[src/rtl/secure_reg_write_ctrl_if.sv]
// Session/entry/strobe bundle between the password-gated write controller and its user.
interface secure_reg_write_ctrl_if #(
  parameter int KEY_W    = 8,
  parameter int NUM_REGS = 2
);
  logic                request;
  logic                confirm;
  logic [KEY_W-1:0]    password;
  logic [KEY_W-1:0]    key;
  logic [NUM_REGS-1:0] write_en;
  logic [KEY_W-1:0]    write_data;
  logic                error;
  logic                locked;
  logic [2:0]          state_o;

  modport master (
    output request, confirm, password, key,
    input  write_en, write_data, error, locked, state_o
  );

  modport slave (
    input  request, confirm, password, key,
    output write_en, write_data, error, locked, state_o
  );
endinterface

[src/rtl/secure_reg_write_ctrl.sv]
// Password-gated register write controller with retry limit and timed lockout.
// Optional FAIL_AUDIT_EN adds a saturating wrong-password counter port fail_total.
module secure_reg_write_ctrl #(
  parameter int KEY_W       = 8,
  parameter int NUM_REGS    = 2,
  parameter int MAX_TRIES   = 3,
  parameter int LOCK_CYCLES = 16
) (
  input  logic                  clock,
  input  logic                  reset,
  secure_reg_write_ctrl_if.slave bus
`ifdef FAIL_AUDIT_EN
  ,
  output logic [15:0]           fail_total
`endif
);

  localparam int SEL_W = (NUM_REGS > 1) ? $clog2(NUM_REGS) : 1;
  localparam int CNT_W = $clog2(MAX_TRIES + 1);
  localparam int LT_W  = (LOCK_CYCLES > 1) ? $clog2(LOCK_CYCLES) : 1;

  localparam logic [CNT_W-1:0] MAX_TRIES_C = CNT_W'(MAX_TRIES);
  localparam logic [LT_W-1:0]  LOCK_INIT   = LT_W'(LOCK_CYCLES - 1);
  localparam logic [SEL_W:0]   NUM_REGS_C  = (SEL_W + 1)'(NUM_REGS);

  typedef enum logic [2:0] {
    S_DISABLE = 3'b000,
    S_ACTIVE  = 3'b001,
    S_AUTH    = 3'b101,
    S_ERROR   = 3'b111,
    S_WRITE   = 3'b110,
    S_LOCKED  = 3'b010
  } state_e;

  state_e              state_q, state_d;
  logic [CNT_W-1:0]    fail_cnt_q, fail_cnt_d, fail_inc;
  logic [LT_W-1:0]     lock_timer_q, lock_timer_d;
  logic                confirm_q, confirm_d;
  logic [NUM_REGS-1:0] write_en_q, write_en_d;
  logic [KEY_W-1:0]    write_data_q, write_data_d;
  logic                error_q, error_d;
  logic                locked_q, locked_d;
  logic                cpulse, key_ok;
  logic [SEL_W-1:0]    sel;

  assign cpulse = bus.confirm & ~confirm_q;
  assign key_ok = (bus.key == bus.password);
  assign sel    = bus.key[KEY_W-1 -: SEL_W];

  always_comb begin
    state_d      = state_q;
    fail_cnt_d   = fail_cnt_q;
    lock_timer_d = lock_timer_q;
    write_en_d   = '0;
    write_data_d = write_data_q;
    confirm_d    = bus.confirm;
    fail_inc     = fail_cnt_q + 1'b1;

    case (state_q)
      S_DISABLE: if (bus.request) state_d = S_ACTIVE;
      S_ACTIVE: begin
        if (!bus.request) begin
          state_d = S_DISABLE;
        end else if (cpulse) begin
          if (key_ok) begin
            state_d    = S_AUTH;
            fail_cnt_d = '0;
          end else if (fail_inc == MAX_TRIES_C) begin
            state_d      = S_LOCKED;
            lock_timer_d = LOCK_INIT;
            fail_cnt_d   = '0;
          end else begin
            state_d    = S_ERROR;
            fail_cnt_d = fail_inc;
          end
        end
      end
      S_AUTH: begin
        if (!bus.request) begin
          state_d = S_DISABLE;
        end else if (cpulse && !key_ok) begin
          // Selectors past NUM_REGS only exist when NUM_REGS is not a power of two.
          if ({1'b0, sel} < NUM_REGS_C) begin
            state_d      = S_WRITE;
            write_en_d   = {{(NUM_REGS-1){1'b0}}, 1'b1} << sel;
            write_data_d = bus.key;
          end else begin
            state_d = S_ERROR;
          end
        end
      end
      S_ERROR: if (!bus.request) state_d = S_DISABLE;
      S_WRITE: state_d = bus.request ? S_AUTH : S_DISABLE;
      S_LOCKED: begin
        if (lock_timer_q == '0) state_d = S_DISABLE;
        else                    lock_timer_d = lock_timer_q - 1'b1;
      end
      default: state_d = S_DISABLE;
    endcase

    error_d  = (state_d == S_ERROR);
    locked_d = (state_d == S_LOCKED);
  end

  always_ff @(posedge clock) begin
    if (reset) begin
      state_q      <= S_DISABLE;
      fail_cnt_q   <= '0;
      lock_timer_q <= '0;
      confirm_q    <= 1'b0;
      write_en_q   <= '0;
      write_data_q <= '0;
      error_q      <= 1'b0;
      locked_q     <= 1'b0;
    end else begin
      state_q      <= state_d;
      fail_cnt_q   <= fail_cnt_d;
      lock_timer_q <= lock_timer_d;
      confirm_q    <= confirm_d;
      write_en_q   <= write_en_d;
      write_data_q <= write_data_d;
      error_q      <= error_d;
      locked_q     <= locked_d;
    end
  end

  assign bus.write_en   = write_en_q;
  assign bus.write_data = write_data_q;
  assign bus.error      = error_q;
  assign bus.locked     = locked_q;
  assign bus.state_o    = state_q;

`ifdef FAIL_AUDIT_EN
  logic [15:0] fail_total_q, fail_total_d;

  always_comb begin
    fail_total_d = fail_total_q;
    if (state_q == S_ACTIVE && bus.request && cpulse && !key_ok && fail_total_q != 16'hFFFF)
      fail_total_d = fail_total_q + 16'd1;
  end

  always_ff @(posedge clock) begin
    if (reset) fail_total_q <= '0;
    else       fail_total_q <= fail_total_d;
  end

  assign fail_total = fail_total_q;
`endif

endmodule

[src/flat_wrapper.sv]
// flat-port wrapper written by rule: the top's interface ports become plain ports
module secure_reg_write_ctrl_flat 
#(
  parameter int KEY_W       = 8,
  parameter int NUM_REGS    = 2,
  parameter int MAX_TRIES   = 3,
  parameter int LOCK_CYCLES = 16
)
  (clock, reset, bus_request, bus_confirm, bus_password, bus_key, bus_write_en, bus_write_data, bus_error, bus_locked, bus_state_o);
  secure_reg_write_ctrl_if #(.KEY_W(KEY_W), .NUM_REGS(NUM_REGS)) bus_i ();
  input  logic clock;
  input  logic reset;
  input wire logic [$bits(bus_i.request)-1:0] bus_request;
  input wire logic [$bits(bus_i.confirm)-1:0] bus_confirm;
  input wire logic [$bits(bus_i.password)-1:0] bus_password;
  input wire logic [$bits(bus_i.key)-1:0] bus_key;
  output wire logic [$bits(bus_i.write_en)-1:0] bus_write_en;
  output wire logic [$bits(bus_i.write_data)-1:0] bus_write_data;
  output wire logic [$bits(bus_i.error)-1:0] bus_error;
  output wire logic [$bits(bus_i.locked)-1:0] bus_locked;
  output wire logic [$bits(bus_i.state_o)-1:0] bus_state_o;
  assign bus_i.request = bus_request;
  assign bus_i.confirm = bus_confirm;
  assign bus_i.password = bus_password;
  assign bus_i.key = bus_key;
  assign bus_write_en = bus_i.write_en;
  assign bus_write_data = bus_i.write_data;
  assign bus_error = bus_i.error;
  assign bus_locked = bus_i.locked;
  assign bus_state_o = bus_i.state_o;
  secure_reg_write_ctrl #(.KEY_W(KEY_W), .NUM_REGS(NUM_REGS), .MAX_TRIES(MAX_TRIES), .LOCK_CYCLES(LOCK_CYCLES)) u_core (.clock(clock), .reset(reset), .bus(bus_i));
endmodule
[config.mk]
export PLATFORM = sky130hd
export DESIGN_NAME = secure_reg_write_ctrl_flat
export DESIGN_NICKNAME = d
export VERILOG_FILES = /design/src/rtl/secure_reg_write_ctrl_if.sv /design/src/rtl/secure_reg_write_ctrl.sv /design/src/flat_wrapper.sv
export SDC_FILE = /design/constraint.sdc
export NUM_CORES = 1
export LEC_CHECK = 0
export CAP_MARGIN = 30
export CORE_MARGIN = 5
export CORE_UTILIZATION = 45
export CTS_CLUSTER_DIAMETER = 30
export CTS_CLUSTER_SIZE = 20
export DETAILED_ROUTE_END_ITERATION = 12
export PLACE_DENSITY = 0.89
export SLEW_MARGIN = 20
export SYNTH_ARGS = -nofsm -noshare
export SYNTH_HDL_FRONTEND = slang
export SYNTH_SLANG_ARGS = --single-unit
[constraint.sdc]
create_clock -name clock -period 3 [get_ports clock]
set_clock_uncertainty 0.05 [all_clocks]
set_input_delay 0.6 -clock clock [delete_from_list [all_inputs] [get_ports clock]]
set_output_delay 0.6 -clock clock [all_outputs]
set_load 0.02 [all_outputs]
Word level (Yosys, flattened, before mapping)
Index checks and enable logic that the tools add are counted.
{"block": "word_totals", "regBits": 22, "word_cells": 58}
{"block": "classes", "addsub": 2, "n_eq_ne": 14, "shift": 1, "mux": 19, "n_bitwise": 5, "n_reduce_logical": 9}
{"op": "$mux W3", "n": 10}
{"op": "$mux W4", "n": 5}
{"op": "$pmux W3 S6", "n": 1}
{"op": "$eq A3 B3 Y1 const B", "n": 4}
{"op": "$eq A8 B8 Y1", "n": 1}
{"op": "$pmux W4 S2", "n": 1}
{"op": "$eq A3 B2 Y1 const B", "n": 2}
{"op": "$ne A2 B2 Y1 const B", "n": 3}
{"op": "$reduce_and A3 Y1", "n": 2}
{"op": "$reduce_and A6 Y1", "n": 1}
{"op": "$logic_not A4 Y1", "n": 1}
{"op": "$mux W2", "n": 2}
{"op": "$ne A2 B1 Y1 const B", "n": 2}
{"op": "$not A1 Y1", "n": 4}
{"op": "$reduce_or A4 Y1", "n": 1}
{"op": "$sub A4 B1 Y4 const B", "n": 1}
{"op": "$eq A3 B1 Y1 const B", "n": 1}
{"op": "$logic_not A3 Y1", "n": 1}
{"op": "$add A2 B1 Y2 const B", "n": 1}
{"op": "$eq A2 B2 Y1 const B", "n": 1}
{"op": "$reduce_bool A2 Y1", "n": 1}
{"op": "$shl A1 B1 Y2 const A", "n": 1}
{"op": "$and A1 B1 Y1", "n": 1}
{"op": "$logic_and A1 B1 Y1", "n": 1}
{"op": "$logic_not A1 Y1", "n": 1}

Logic depth before layout (Yosys ltp)
{"block": "logic_depth", "ltp_word": 8, "depth_mapped": 7, "mapped_depth_nobuf": 7}

Worst setup path before layout
Ideal clock, no wire load.
{"block": "synth_timing", "path_type": "input to register", "start": "input bus_key[1]", "end": "register u_core.write_data_q[4] (netlist: u_core.bus.write_data[4])", "arrival_ps": 1527, "t_required_ps": 2822, "path_slack_ps": 1295, "path_stages": 6, "n_path_buf": 1, "cell_sequence": "xnor2_1 > nand4_1 > o211ai_1 > buf_2 > mux2i_1 > nor2_1"}
{"block": "synth_via", "elab_chain_cells": 4}
{"element": "from (decl)", "line": "flat_wrapper.sv:16", "rtl": "input wire logic [$bits(bus_i.key)-1:0] bus_key;"}
{"element": "$eq A8 B8 Y1", "line": "secure_reg_write_ctrl.sv:47", "rtl": "assign key_ok = (bus.key == bus.password);"}
{"element": "$logic_not A1 Y1", "line": "secure_reg_write_ctrl.sv:81", "rtl": "end else if (cpulse && !key_ok) begin"}
{"element": "$logic_and A1 B1 Y1", "line": "secure_reg_write_ctrl.sv:81"}
{"element": "$reduce_and A3 Y1 (no line)"}
{"element": "to (signal assigned)", "line": "secure_reg_write_ctrl.sv:121", "rtl": "write_data_q <= write_data_d;"}
{"element": "to (decl)", "line": "secure_reg_write_ctrl.sv:40", "rtl": "logic [KEY_W-1:0] write_data_q, write_data_d;"}
No other way between the ends.
A chain may end at the register's enable or synchronous reset.

Worst setup path in the final report
{"block": "layout_timing", "start": "register u_core.state_q[0] (netlist: u_core.bus.state_o[0])", "end": "output bus_state_o[0]"}
{"element": "from (decl)", "line": "secure_reg_write_ctrl.sv:35", "rtl": "state_e state_q, state_d;"}
{"element": "from (signal assigned)", "line": "secure_reg_write_ctrl.sv:116", "rtl": "state_q <= state_d;"}
{"element": "to (decl)", "line": "flat_wrapper.sv:21", "rtl": "output wire logic [$bits(bus_i.state_o)-1:0] bus_state_o;"}
No word-level cell between the ends.

==> summary.md <==
| Metric | Value |
|---|---|
| Status | finished clean |
| Cts bufs inserted | 3 |
| WS Path Type | register to output pin |
| HPWL Detailed | around 1900 um |
| Post_cts resized | 0 |
| Largest net degree at the start of global routing | 21 |
| RSZ-0062 raised after global routing | no |
| Fin crit share | between 70 and 80% |
| CP Cell Sequence | clkdlybuf4s50_1 |
| Final Non-Filler Cells | between 150 and 200 |
| Static Leakage | 0.5745 nW |
| Slowest cell on the critical path | clkdlybuf4s50_1 |
| Iteration-0 DRC Markers | 31 |
| DR pass1 iterations | 4 |
| Sequential-to-total area share from yosys stat | 40.88% |
| R2r endpoint | u_core.bus.error$_SDFF_PP0_ |
| Antenna cell count | 0 |
| Global-route wire length before repair | 4008 um |
| Tmin final | between 2 and 2.5 ns |
| Worst Path Arrival | between 1.5 and 2 ns |
| Hold WC Path Type | register to register |
| Yosys cell types | 39 |
| CTS Sinks | 22 |
| Worst hold start | u_core.lock_timer_q[0]$_SDFFE_PP0P_ |
| Critical path capture point type | output pin |
| All-Layer GR Usage | 14.76% |
| Worst rel slew slack | around 64% |
| DR WL/cell | between 10 and 15 um |
| Core region area | 2255 um^2 |
| FF-to-FF setup slack | 1.21 ns |
| CTS clk-pin slew, worst paths | 0.12 ns |
| Mapped Nets | 139 |
| Synth Cell Area | 1077 um^2 |
| CP Launch Point | u_core.bus.state_o[0]$_SDFF_PP0_ |
| Post-DRT Antenna Nets | 0 |
| Most used flip-flop cell after synthesis | dfxtp_1 |
| Buffers on Ports | 34 |
| CTS Hold Bufs | 0 |
| WP data required | 2.35 ns |
| Setup violators final | 0 |
| Max-cap violations | 0 |
| PwrDens | 343.0 nW/um^2 |
| Tightest Pin Transition | 0.5413 ns |
| Async SR Flop Fraction | 0% |
| Dpl ws | slightly above 0.7 ns |
| DR vias | 949 |
| Placed instance count | 176 |
| Worst Reg-to-Reg Cells | 5 |
| Slowest stage delay, CP | ~0.7 ns |
| Final nets | 174 |
| Syn Area/Cell | 9.130 um^2 |
| Postcts setup bufs | 0 |
| Buf/Inv on CP | 1 |
| Fin area | around 1500 um^2 |
| Initial Util | 47.78% |
| Syn Inst Count | 118 |
| Number of global-route vias before repair | just over 900 |
| Setup TNS Final | 0 ns |
| TritonCTS clock tree | done |
| Clock Latency Late Sink | 0.30 ns |
| Initial antenna violation count | 0 |
| Chip width | 58.93 um |
| Yosys warnings | 0 |
| Area Growth Syn to Fin | 34.96% |
| Total Wirelength | 2421 um |
| Ratio of routed vias to standard cells | 5.302 |
| End of the critical path | bus_state_o[0] |
| Die H | 58.93 um |
| Worst hold slack | 0.4668 ns |
| Worst VDD drop | 0.2479 mV |
| Post-DP Area | 1431 um^2 |
| Crit path depth | 1 |
| H-Tree Depth | 1 |
| Delay-heaviest family, CP | buffers and inverters |
| Placer Congestion | ~0.83 |
| Yosys reg bits | 22 |
| Root Driver | clkbuf_4 |
| CP Max Fanout | 10 |
| Io pins | 35 |
| # fillers | 190 |
| Fmax | 457.2 MHz |
| Max Root-Sink Buffers | 2 |
| Drt drc | 0 |
| Final worst setup slack | just over 0.8 ns |
| Remaining Overflow, GRT | 0 |
| Final Max Tran Viols | 0 |
| Share of layout cells above drive strength 1 | 7.947% |
| Worst setup SP type | register |
| Total power | 0.4986 mW |
| Final core utilization | 64.48% |
| Total die area | 3473 um^2 |
| Post-synth EDFFs | 0 |
| Reg-to-Reg Start | u_core.bus.state_o[1]$_SDFF_PP0_ |
| Row count | 17 |
| Final hold vios | 0 |
[how the worst min path moves through the flow]
stage                                             to  slack [ns]  depth (start not counted)
5_1_grt        u_core.bus.write_data[5]$_SDFFE_PP0P_        0.49                          2
3_3_place_gp   u_core.bus.write_data[4]$_SDFFE_PP0P_        0.42                          2
4_1_cts          u_core.lock_timer_q[0]$_SDFFE_PP0P_        0.47                          2
3_5_place_dp   u_core.bus.write_data[0]$_SDFFE_PP0P_        0.44                          2
2_1_floorplan    u_core.lock_timer_q[0]$_SDFFE_PP0P_        0.42                          2
6_report         u_core.lock_timer_q[0]$_SDFFE_PP0P_        0.47                          2
[report_power, final]
group | total, mW | internal, mW | switching, mW
combinational | 0.0692 | 0.0419 | 0.0273
sequential | 0.301 | 0.296 | 0.00534
clock | 0.129 | 0.0467 | 0.0818
total | 0.499 | 0.384 | 0.114
[cell usage after synthesis, drive strengths merged (3+ instances only)]
master | count | area (um^2)
nand2 | 4 | 15.01
dfxtp | 22 | 440.4
inv | 4 | 15.01
nand3 | 3 | 15.01
nor3 | 6 | 35.03
buf | 3 | 23.77
nor2 | 15 | 56.30
clkbuf | 3 | 12.51
nor3b | 4 | 41.29
xnor2 | 8 | 70.07
mux2i | 8 | 80.08
o21ai | 4 | 20.02
a21oi | 8 | 40.04
[metal layers]
metal,GRT usage [%],vias to the layer above,wire length (um)
met1,17.40,420,1039
met5,0,-,0
met4,4.854,0,12
met2,24.76,38,1108
met3,5.263,2,261
li1,-,489,-
[flip-flops by register name, indices dropped and copies added, names as in the netlist]
| register | flops |
|---|---|
| u_core.bus.error | 1 |
| u_core.bus.write_data | 8 |
| u_core.bus.locked | 1 |
| u_core.bus.write_en | 2 |
| u_core.fail_cnt_q | 2 |
| u_core.lock_timer_q | 4 |
| u_core.confirm_q | 1 |
| u_core.bus.state_o | 3 |
[logic make-up (layout without fill, tap and decap cells)]
kind of cell / after synthesis / after routing / share of synthesized area (%)
simple gates: 45 / 45 / 24.27
compound gates: 24 / 24 / 14.98
flops: 22 / 22 / 40.88
buf+inv: 10 / 43 / 4.761
xor+xnor: 8 / 8 / 6.504
mux: 8 / 8 / 7.434
fa+ha+maj: 1 / 1 / 1.161
[final cells by class]
class                      instances  area (um^2)  share of cell area, %
tap                               28        35.03                  2.410
multi-input combinational         86        585.6                  40.28
sequential                        22        440.4                  30.29
timing repair buffer              36        355.3                  24.44
clock buffer                       3        22.52                  1.549
inverter                           4        15.01                  1.033
[layout by cell type, fill, tap and decap left out, types with 2 or more instances in the layout]
master,synthesis,final
clkdlybuf4s50_1,0,34
nand3_1,3,3
nor3b_1,3,3
nor2_1,15,15
dfxtp_1,22,22
inv_1,4,4
o21ai_0,4,4
nand2b_1,2,2
nor3_1,5,5
nand2_1,4,4
buf_4,1,2
nand4_1,2,2
o221ai_1,2,2
a21oi_1,8,8
mux2i_1,8,8
a22oi_1,2,2
xnor2_1,8,8
nor2b_1,2,2
clkbuf_4,0,3
Power figures use the tool's default switching activity.
